--- src/rtl/dmem_arbiter_pkg.sv ---
// Shared definitions for the data-RAM arbiter: bus widths, counter width and FSM states.
package dmem_pkg;
  localparam int ADDR_W = 12;
  localparam int DATA_W = 32;
  localparam int CNT_W  = 8;

  typedef enum logic {
    NORMAL = 1'b0,
    FORCE  = 1'b1
  } arb_state_t;
endpackage

--- src/rtl/dmem_arbiter_if.sv ---
// Bundles the CPU port, device port, RAM port and debug observables of the data-RAM arbiter.
interface dmem_arbiter_if import dmem_pkg::*; #(
  parameter int AW = dmem_pkg::ADDR_W,
  parameter int DW = dmem_pkg::DATA_W
) ();
  logic          cpu_req;
  logic          cpu_we;
  logic [AW-1:0] cpu_addr;
  logic [DW-1:0] cpu_wdata;
  logic [DW-1:0] cpu_rdata;
  logic          cpu_stall;

  logic          dev_req;
  logic          dev_we;
  logic [AW-1:0] dev_addr;
  logic [DW-1:0] dev_wdata;
  logic          dev_gnt;
  logic [DW-1:0] dev_rdata;
  logic          dev_rvalid;

  logic          ram_we;
  logic [AW-1:0] ram_addr;
  logic [DW-1:0] ram_wdata;
  logic [DW-1:0] ram_rdata;

  logic [CNT_W-1:0] starve_cnt;
  logic             rd_owner_dev;

  modport master (
    input  cpu_req, cpu_we, cpu_addr, cpu_wdata,
    output cpu_rdata, cpu_stall,
    input  dev_req, dev_we, dev_addr, dev_wdata,
    output dev_gnt, dev_rdata, dev_rvalid,
    output ram_we, ram_addr, ram_wdata,
    input  ram_rdata,
    output starve_cnt, rd_owner_dev
  );

  modport slave (
    output cpu_req, cpu_we, cpu_addr, cpu_wdata,
    input  cpu_rdata, cpu_stall,
    output dev_req, dev_we, dev_addr, dev_wdata,
    input  dev_gnt, dev_rdata, dev_rvalid,
    input  ram_we, ram_addr, ram_wdata,
    output ram_rdata,
    input  starve_cnt, rd_owner_dev
  );
endinterface

--- src/rtl/dmem_arbiter_starve_counter.sv ---
// Saturating count of consecutive denied device cycles; flags when the next value reaches the limit.
module starve_counter import dmem_pkg::*; #(
  parameter int STARVE_LIMIT = 8
) (
  input  logic             clock,
  input  logic             reset,
  input  logic             inc,
  input  logic             clr,
  output logic [CNT_W-1:0] cnt,
  output logic             limit_hit
);
  logic [CNT_W-1:0] cnt_next;

  // next count: clear wins, increment saturates at all-ones
  always_comb begin
    cnt_next = cnt;
    if (clr) begin
      cnt_next = 8'd0;
    end else if (inc && (cnt != 8'hFF)) begin
      cnt_next = cnt + 8'd1;
    end else begin
      cnt_next = cnt;
    end
  end

  assign limit_hit = (cnt_next >= CNT_W'(STARVE_LIMIT));

  // counter register
  always_ff @(posedge clock or posedge reset) begin
    if (reset) begin
      cnt <= 8'd0;
    end else begin
      cnt <= cnt_next;
    end
  end
endmodule

--- src/rtl/dmem_arbiter.sv ---
// Fixed-priority CPU / device arbiter for the single-port data RAM, with a one-cycle
// forced device grant after STARVE_LIMIT consecutive denials.
module dmem_arbiter import dmem_pkg::*; #(
  parameter int ADDR_W       = dmem_pkg::ADDR_W,
  parameter int DATA_W       = dmem_pkg::DATA_W,
  parameter int STARVE_LIMIT = 8
) (
  input  logic          clock,
  input  logic          reset,
  dmem_arbiter_if.master bus
);
  arb_state_t        state;
  arb_state_t        state_next;
  logic              cpu_gnt;
  logic              dev_gnt;
  logic              cpu_stall;
  logic              ram_we;
  logic [ADDR_W-1:0] ram_addr;
  logic [DATA_W-1:0] ram_wdata;
  logic              limit_hit;
  logic [CNT_W-1:0]  starve_cnt;
  logic              dev_rvalid;
  logic              rd_owner_dev;

  // grant decision; all grants are suppressed while reset is asserted
  always_comb begin
    cpu_gnt   = 1'b0;
    dev_gnt   = 1'b0;
    cpu_stall = 1'b0;
    if (reset) begin
      dev_gnt = 1'b0;
    end else if ((state == FORCE) && bus.dev_req) begin
      dev_gnt   = 1'b1;
      cpu_stall = bus.cpu_req;
    end else if (bus.cpu_req) begin
      cpu_gnt = 1'b1;
    end else if (bus.dev_req) begin
      dev_gnt = 1'b1;
    end else begin
      cpu_gnt = 1'b0;
    end
  end

  // RAM mux; with no grant the CPU inputs flow through with the write disabled
  always_comb begin
    ram_we    = 1'b0;
    ram_addr  = bus.cpu_addr;
    ram_wdata = bus.cpu_wdata;
    if (dev_gnt) begin
      ram_we    = bus.dev_we;
      ram_addr  = bus.dev_addr;
      ram_wdata = bus.dev_wdata;
    end else if (cpu_gnt) begin
      ram_we = bus.cpu_we;
    end else begin
      ram_we = 1'b0;
    end
  end

  // a forced cycle always hands the following cycle back to the CPU
  always_comb begin
    state_next = state;
    case (state)
      NORMAL:  state_next = limit_hit ? FORCE : NORMAL;
      FORCE:   state_next = NORMAL;
      default: state_next = NORMAL;
    endcase
  end

  starve_counter #(.STARVE_LIMIT(STARVE_LIMIT)) u_cnt (
    .clock     (clock),
    .reset     (reset),
    .inc       (bus.dev_req && !dev_gnt),
    .clr       (dev_gnt || !bus.dev_req),
    .cnt       (starve_cnt),
    .limit_hit (limit_hit)
  );

  // state, read-valid pulse and debug read-owner registers
  always_ff @(posedge clock or posedge reset) begin
    if (reset) begin
      state        <= NORMAL;
      dev_rvalid   <= 1'b0;
      rd_owner_dev <= 1'b0;
    end else begin
      state      <= state_next;
      dev_rvalid <= dev_gnt && !bus.dev_we;
      if (dev_gnt && !bus.dev_we) begin
        rd_owner_dev <= 1'b1;
      end else if (cpu_gnt && !bus.cpu_we) begin
        rd_owner_dev <= 1'b0;
      end else begin
        rd_owner_dev <= rd_owner_dev;
      end
    end
  end

  assign bus.cpu_rdata    = bus.ram_rdata;
  assign bus.cpu_stall    = cpu_stall;
  assign bus.dev_gnt      = dev_gnt;
  assign bus.dev_rdata    = bus.ram_rdata;
  assign bus.dev_rvalid   = dev_rvalid;
  assign bus.ram_we       = ram_we;
  assign bus.ram_addr     = ram_addr;
  assign bus.ram_wdata    = ram_wdata;
  assign bus.starve_cnt   = starve_cnt;
  assign bus.rd_owner_dev = rd_owner_dev;
endmodule

--- src/flat_wrapper.sv ---
// flat-port wrapper written by rule: the top's interface ports become plain ports
module dmem_arbiter_flat import dmem_pkg::*;
#(
  parameter int ADDR_W       = dmem_pkg::ADDR_W,
  parameter int DATA_W       = dmem_pkg::DATA_W,
  parameter int STARVE_LIMIT = 8
)
  (clock, reset, bus_cpu_req, bus_cpu_we, bus_cpu_addr, bus_cpu_wdata, bus_cpu_rdata, bus_cpu_stall, bus_dev_req, bus_dev_we, bus_dev_addr, bus_dev_wdata, bus_dev_gnt, bus_dev_rdata, bus_dev_rvalid, bus_ram_we, bus_ram_addr, bus_ram_wdata, bus_ram_rdata, bus_starve_cnt, bus_rd_owner_dev);
  dmem_arbiter_if bus_i ();
  input  logic clock;
  input  logic reset;
  input wire logic [$bits(bus_i.cpu_req)-1:0] bus_cpu_req;
  input wire logic [$bits(bus_i.cpu_we)-1:0] bus_cpu_we;
  input wire logic [$bits(bus_i.cpu_addr)-1:0] bus_cpu_addr;
  input wire logic [$bits(bus_i.cpu_wdata)-1:0] bus_cpu_wdata;
  output wire logic [$bits(bus_i.cpu_rdata)-1:0] bus_cpu_rdata;
  output wire logic [$bits(bus_i.cpu_stall)-1:0] bus_cpu_stall;
  input wire logic [$bits(bus_i.dev_req)-1:0] bus_dev_req;
  input wire logic [$bits(bus_i.dev_we)-1:0] bus_dev_we;
  input wire logic [$bits(bus_i.dev_addr)-1:0] bus_dev_addr;
  input wire logic [$bits(bus_i.dev_wdata)-1:0] bus_dev_wdata;
  output wire logic [$bits(bus_i.dev_gnt)-1:0] bus_dev_gnt;
  output wire logic [$bits(bus_i.dev_rdata)-1:0] bus_dev_rdata;
  output wire logic [$bits(bus_i.dev_rvalid)-1:0] bus_dev_rvalid;
  output wire logic [$bits(bus_i.ram_we)-1:0] bus_ram_we;
  output wire logic [$bits(bus_i.ram_addr)-1:0] bus_ram_addr;
  output wire logic [$bits(bus_i.ram_wdata)-1:0] bus_ram_wdata;
  input wire logic [$bits(bus_i.ram_rdata)-1:0] bus_ram_rdata;
  output wire logic [$bits(bus_i.starve_cnt)-1:0] bus_starve_cnt;
  output wire logic [$bits(bus_i.rd_owner_dev)-1:0] bus_rd_owner_dev;
  assign bus_i.cpu_req = bus_cpu_req;
  assign bus_i.cpu_we = bus_cpu_we;
  assign bus_i.cpu_addr = bus_cpu_addr;
  assign bus_i.cpu_wdata = bus_cpu_wdata;
  assign bus_cpu_rdata = bus_i.cpu_rdata;
  assign bus_cpu_stall = bus_i.cpu_stall;
  assign bus_i.dev_req = bus_dev_req;
  assign bus_i.dev_we = bus_dev_we;
  assign bus_i.dev_addr = bus_dev_addr;
  assign bus_i.dev_wdata = bus_dev_wdata;
  assign bus_dev_gnt = bus_i.dev_gnt;
  assign bus_dev_rdata = bus_i.dev_rdata;
  assign bus_dev_rvalid = bus_i.dev_rvalid;
  assign bus_ram_we = bus_i.ram_we;
  assign bus_ram_addr = bus_i.ram_addr;
  assign bus_ram_wdata = bus_i.ram_wdata;
  assign bus_i.ram_rdata = bus_ram_rdata;
  assign bus_starve_cnt = bus_i.starve_cnt;
  assign bus_rd_owner_dev = bus_i.rd_owner_dev;
  dmem_arbiter #(.ADDR_W(ADDR_W), .DATA_W(DATA_W), .STARVE_LIMIT(STARVE_LIMIT)) u_core (.clock(clock), .reset(reset), .bus(bus_i));
endmodule
--- config.mk ---
export PLATFORM = sky130hd
export DESIGN_NAME = dmem_arbiter_flat
export DESIGN_NICKNAME = d
export VERILOG_FILES = /design/src/rtl/dmem_arbiter_pkg.sv /design/src/rtl/dmem_arbiter_if.sv /design/src/rtl/dmem_arbiter_starve_counter.sv /design/src/rtl/dmem_arbiter.sv /design/src/flat_wrapper.sv
export SDC_FILE = /design/constraint.sdc
export NUM_CORES = 1
export LEC_CHECK = 0
export BUFFER_PORTS_ARGS = -buffer_cell sky130_fd_sc_hd__buf_2
export CORE_AREA = 5 5 92 94
export CTS_CLUSTER_SIZE = 12
export DETAILED_ROUTE_END_ITERATION = 8
export DIE_AREA = 0 0 97 99
export HOLD_SLACK_MARGIN = 0.02
export PLACE_DENSITY_LB_ADDON = 0.05
export SYNTH_ARGS = -nofsm -noshare
export SYNTH_HDL_FRONTEND = slang
export SYNTH_SLANG_ARGS = --single-unit
--- constraint.sdc ---
create_clock -name clock -period 1.8 [get_ports clock]
set_clock_uncertainty 0.05 [all_clocks]
set_input_delay 0.36 -clock clock [delete_from_list [all_inputs] [get_ports clock]]
set_output_delay 0.36 -clock clock [all_outputs]
set_load 0.03 [all_outputs]
# Yosys cells after proc, flatten, opt, wreduce, memory -nomap -nowiden
# Cells that the tools add are included.
[classes]
addsub = 1
order_cmp = 1
n_eq_ne = 1
muxes = 19
bitwise_logic = 1
n_reduce_logical = 11
[op_table]
columns = ["op", "n"]
rows = [
  ["2-to-1 mux 32 bit", 1],
  ["2-to-1 mux 8 bit", 2],
  ["2-to-1 mux 1 bit", 14],
  ["2-to-1 mux 12 bit", 1],
  ["adder 8 x 1 -> 8 bit (second input constant)", 1],
  ["greater-or-equal comparator 8 x 4 -> 1 bit (second input constant)", 1],
  ["inequality test 8 bit (second input constant)", 1],
  ["logical AND 1 bit", 5],
  ["logical NOT 1 bit", 4],
  ["case mux 1 bit (2 select lines)", 1],
  ["nonzero test 2 bit", 1],
  ["logical OR 1 bit", 1],
  ["inverter 1 bit", 1],
]
[word_totals]
register_bits = 11
input_bits = 126
wordCells = 38

# Longest topological paths before layout
[depth]
depth_word = 12
ltp_mapped = 6
depth_no_buf = 5

# By module
# Synthesis repeated with hierarchy kept, for this count alone.
[hier_totals]
cells_unflattened = 175
area_unflattened_um2 = 1664.1
[by_module_without_submodules]
columns = ["mod", "n_inst", "cells_each", "area_each_um2"]
rows = [
  ["dmem_arbiter", 1, 131, 1197.4],
  ["starve_counter", 1, 44, 466.7],
]

# Least setup slack after synthesis
# No wires, ideal clock.
[synth_timing]
kind = "input -> output"
from = "input port bus_cpu_req"
to = "output port bus_ram_we"
arrival_time_ns = 1.537
required_time_ns = 1.390
path_slack_ns = -0.147
path_stages = 6
path_buffers = 2
path_cell_list = "nor2b_2 nand2b_1 buf_4 buf_6 inv_1 o2bb2ai_1"
[synth_rtl]
columns = ["element", "line_no", "rtl"]
rows = [
  ["start, declared", "flat_wrapper.sv:12", "input wire logic [$bits(bus_i.cpu_req)-1:0] bus_cpu_req;"],
  ["2-to-1 mux 1 bit", "dmem_arbiter.sv:35", "end else if (bus.cpu_req) begin"],
  ["2-to-1 mux 1 bit", "dmem_arbiter.sv:32", "end else if ((state == FORCE) && bus.dev_req) begin"],
  ["2-to-1 mux 1 bit", "dmem_arbiter.sv:30", "if (reset) begin"],
  ["named net bus_dev_gnt", "flat_wrapper.sv:22", "output wire logic [$bits(bus_i.dev_gnt)-1:0] bus_dev_gnt;"],
  ["2-to-1 mux 1 bit", "dmem_arbiter.sv:49", "if (dev_gnt) begin"],
  ["end, declared", "flat_wrapper.sv:25", "output wire logic [$bits(bus_i.ram_we)-1:0] bus_ram_we;"],
]
# The timed path passes the listed nets, and every way through them passes these cells.

# Worst setup path after layout
[layout_timing]
from = "register u_core.state"
to = "output port bus_ram_wdata[13]"
[layout_via]
elab_chain_cells = 4
[layout_rtl]
columns = ["element", "line_no", "rtl"]
rows = [
  ["start, declared", "dmem_arbiter.sv:12", "arb_state_t state;"],
  ["start signal, assigned", "dmem_arbiter.sv:86", "state <= state_next;"],
  ["logical AND 1 bit", "dmem_arbiter.sv:32", ""],
  ["2-to-1 mux 1 bit", "dmem_arbiter.sv:32", ""],
  ["2-to-1 mux 1 bit", "dmem_arbiter.sv:30", ""],
  ["2-to-1 mux 32 bit", "dmem_arbiter.sv:49", ""],
  ["end, declared", "flat_wrapper.sv:27", "output wire logic [$bits(bus_i.ram_wdata)-1:0] bus_ram_wdata;"],
]
# Every way passes these cells.

==> summary.txt <==
Final layout
  – Layout area overhead: 54.1%
  – Diodes inserted: 0
  – Most common cell after layout, fill and taps aside: buf_2
  – Non-Filler Instances: 381
  – Post-layout util: 0.339
  – Fill count: 782
  – Most frequent cells in the layout: 104 x buf_2, 41 x buf_6, 28 x mux2_2
  – Nets@finish: 407
  – Share of cells above drive strength 1: 0.806

Synth
  – Post-synthesis cell count: 178
  – Post-synth top area cell: mux2_2
  – Synth Area in Compound Gates: 0.0796
  – Share of flip-flops with an asynchronous set or reset: 1.00
  – Cell Area, Synth: 1670 um2
  – XOR/XNOR Fraction of Synth Area: 0.00526
  – Avg Cell Area, Syn: 9.36 um2
  – Largest family of logic cells by synthesized area: buffers and inverters
  – Post-synthesis register bit count: 11
  – Seq/Total Area, Yosys: 0.165
  – Post-Synth Adder-Cell Area: 0.00751
  – Main flop type after synthesis: dfrtp_1
  – Syn Nets: 305
  – Post-synthesis mux area share: 0.316
  – Post-synth EDFFs: 0
  – Synth top area share: 0.304
  – Yosys cell types: 31
  – Post-Synth Simple-Gate Area: 0.0932
  – Ys Warns: 0
  – Ranking of synthesized cells by area: mux2_2 30%, buf_4 29%, dfrtp_1 17%

STA
  – Final min period: 2.07 ns
  – Setup slack after layout: -0.267 ns
  – RSZ-0062 raised after global routing: true
  – Setup-failing EPs final: 45
  – Fmax: 484 MHz
  – Measured slew at the worst slew-check pin: 0.276 ns
  – Max-slew violations: 0
  – Crit share post-route: 1.15
  – Slew HR: 0.815
  – Final hold viol count: 0

Drt
  – Antenna-violating nets left: 0
  – DR DRC count: 0
  – Routed WL: 6.76 mm
  – Wire length per cell: 17.8 um
  – Vias per cell: 4.19
  – Drt first pass iters: 4
  – 1st-iter DRT viols: 37
  – Vias: 1,597

Clocking
  – CTS Buf Count: 3
  – Worst-Skew Late Latency: 0.24 ns
  – Htree depth: 1
  – Clk root buf: clkbuf_8
  – Clock tree sinks: 11
  – Maximum clock insertion buffer count: 2
  – CTS tree: built
  – Post-CTS Hold Buffers: 0
  – Clock transition time at the flip-flop clock pins of the worst setup and hold paths: 0.06 ns

Power and ir drop
  – Peak VDD IR: 0.161 mV
  – Leakage power: 0.00139 uW
  – Power Density: 455 nW/um2

Worst setup path
  – Crit path largest cell delay: 0.41 ns
  – Buf+Inv Stages, Crit Path: 2
  – WS Path Type: reg2out
  – CP Data Arrival Time: 1.66 ns
  – CP required: 1.39 ns
  – Critical path's top delay family: flip-flops
  – Startpoint Class: flop
  – CP Capture Type: primary output
  – Cell Chain, Critical Path: nor2b_4 > nand2b_4 > buf_12 > mux2_2 > buf_6
  – Slowest cell on crit path: dfrtp_1
  – Critical path fanouts, max: 19

Run
  – Max-Cap Viols: 0

Floorplanning
  – Core footprint: 7570 um2
  – Die ar.: 9600 um2
  – FP Rows: 32
  – IO Pins: 247
  – Initial Util: 0.220
  – Die width: 97 um
  – Die height: 99 um

Placement
  – Placer congestion estimate: 0.775
  – Inst Count DP: 375
  – Port bufs: 150
  – Worst Setup Slack post-DPL: -0.148 ns
  – Post-DP HPWL: 5.56 mm

Global route
  – Grt ovf: 0
  – GRT Overall Usage: 0.129
  – Largest net degree at the start of global routing: 23
  – Global-route wire length before repair: 10.0 mm
  – Vias in the first global route: 1,802
  – Initial antenna violation count: 0

Outcome
  – Status: finished with violations
  – Failing checks: negative setup slack

Hold path
  – Tightest Hold Check Type: in2async
[per-layer routing]
layer / GRT usage / routed length, um
met1: 0.125 / 2250
met2: 0.254 / 3800
met5: 0 / 0
met4: 0.0454 / 178
met3: 0.0396 / 532
[logic make-up after synthesis]
group           count (synthesis)
mux                            47
xor+xnor                        1
buf+inv                        76
flops                          11
simple gates                   26
fa+ha+maj                       1
compound gates                 16
[area by class of cell]
| cell class | instances | area (um2) | area share |
|---|---|---|---|
| flip-flops and latches | 11 | 278 | 0.108 |
| inverters | 6 | 22.5 | 0.00878 |
| well taps | 102 | 128 | 0.0497 |
| multi-input cells | 91 | 921 | 0.359 |
| repair buffers | 167 | 1170 | 0.457 |
| clock buffers | 4 | 45.0 | 0.0176 |
[synthesized netlist by cell type, types with 2 or more instances]
cell type / count
a21oi_1: 2
a311oi_1: 3
and3_1: 6
buf_2: 2
buf_4: 65
buf_6: 3
dfrtp_1: 11
inv_1: 6
mux2_2: 45
mux2i_1: 2
nand2b_1: 2
nand3_1: 3
nor2_1: 5
nor3_1: 3
o211ai_1: 2
o21ai_0: 3
[path summary, 6_finish.rpt]
kind	end	cells after the start	start	slack, ns
min	u_core.u_cnt.cnt[3]$_DFF_PP0_	4	reset	0.23
min in group clock	u_core.bus.dev_rvalid$_DFF_PP0_	2	bus_dev_we	0.26
min reg2reg	u_core.bus.rd_owner_dev$_DFFE_PP0P_	2	u_core.bus.rd_owner_dev$_DFFE_PP0P_	0.48
max reg2reg	u_core.state$_DFF_PP0_	5	u_core.u_cnt.cnt[0]$_DFF_PP0_	0.07
max in group asynchronous	u_core.u_cnt.cnt[0]$_DFF_PP0_	4	reset	1.29
max	bus_ram_wdata[13]	5	u_core.state$_DFF_PP0_	-0.27
[registers in the layout, indices dropped and copies added, names as in the netlist]
register                 count
u_core.bus.dev_rvalid        1
u_core.u_cnt.cnt             8
u_core.bus.rd_owner_dev      1
u_core.state                 1
[power breakdown]
part	internal [uW]	switching (uW)	total, uW	leakage [uW]
Clock	156	100	256	0.0000228
Sequential	256	4.90	261	0.000147
Combinational	324	325	649	0.00122
[through the flow]
step	total power (uW)	hold WS, ns	area [um2]	setup TNS (ns)
2_1_floorplan	837	0.171	1690	-0.795
3_3_place_gp	798	0.463	2170	-5.66
3_5_place_dp	795	0.478	2170	-5.88
4_1_cts	1160	0.250	2490	-11.70
5_1_grt	1230	0.269	2570	-13.59
6_report	1170	0.234	2570	-10.60
[what timing repair did]
action                                 4_1_cts  5_1_grt
gates resized for setup                     88       17
endpoints found under the hold margin        0        0
setup endpoints to repair                   46       46
setup buffers                                1        1
[worst reg2reg max path, cell delays in order (launching register included)]
cell and delay [ns]:
dfrtp_2 0.36, ha_2 0.17, and4_4 0.26, mux2_2 0.34, a311oi_1 0.30, o41a_1 0.18
Power figures use the tool's default switching activity.
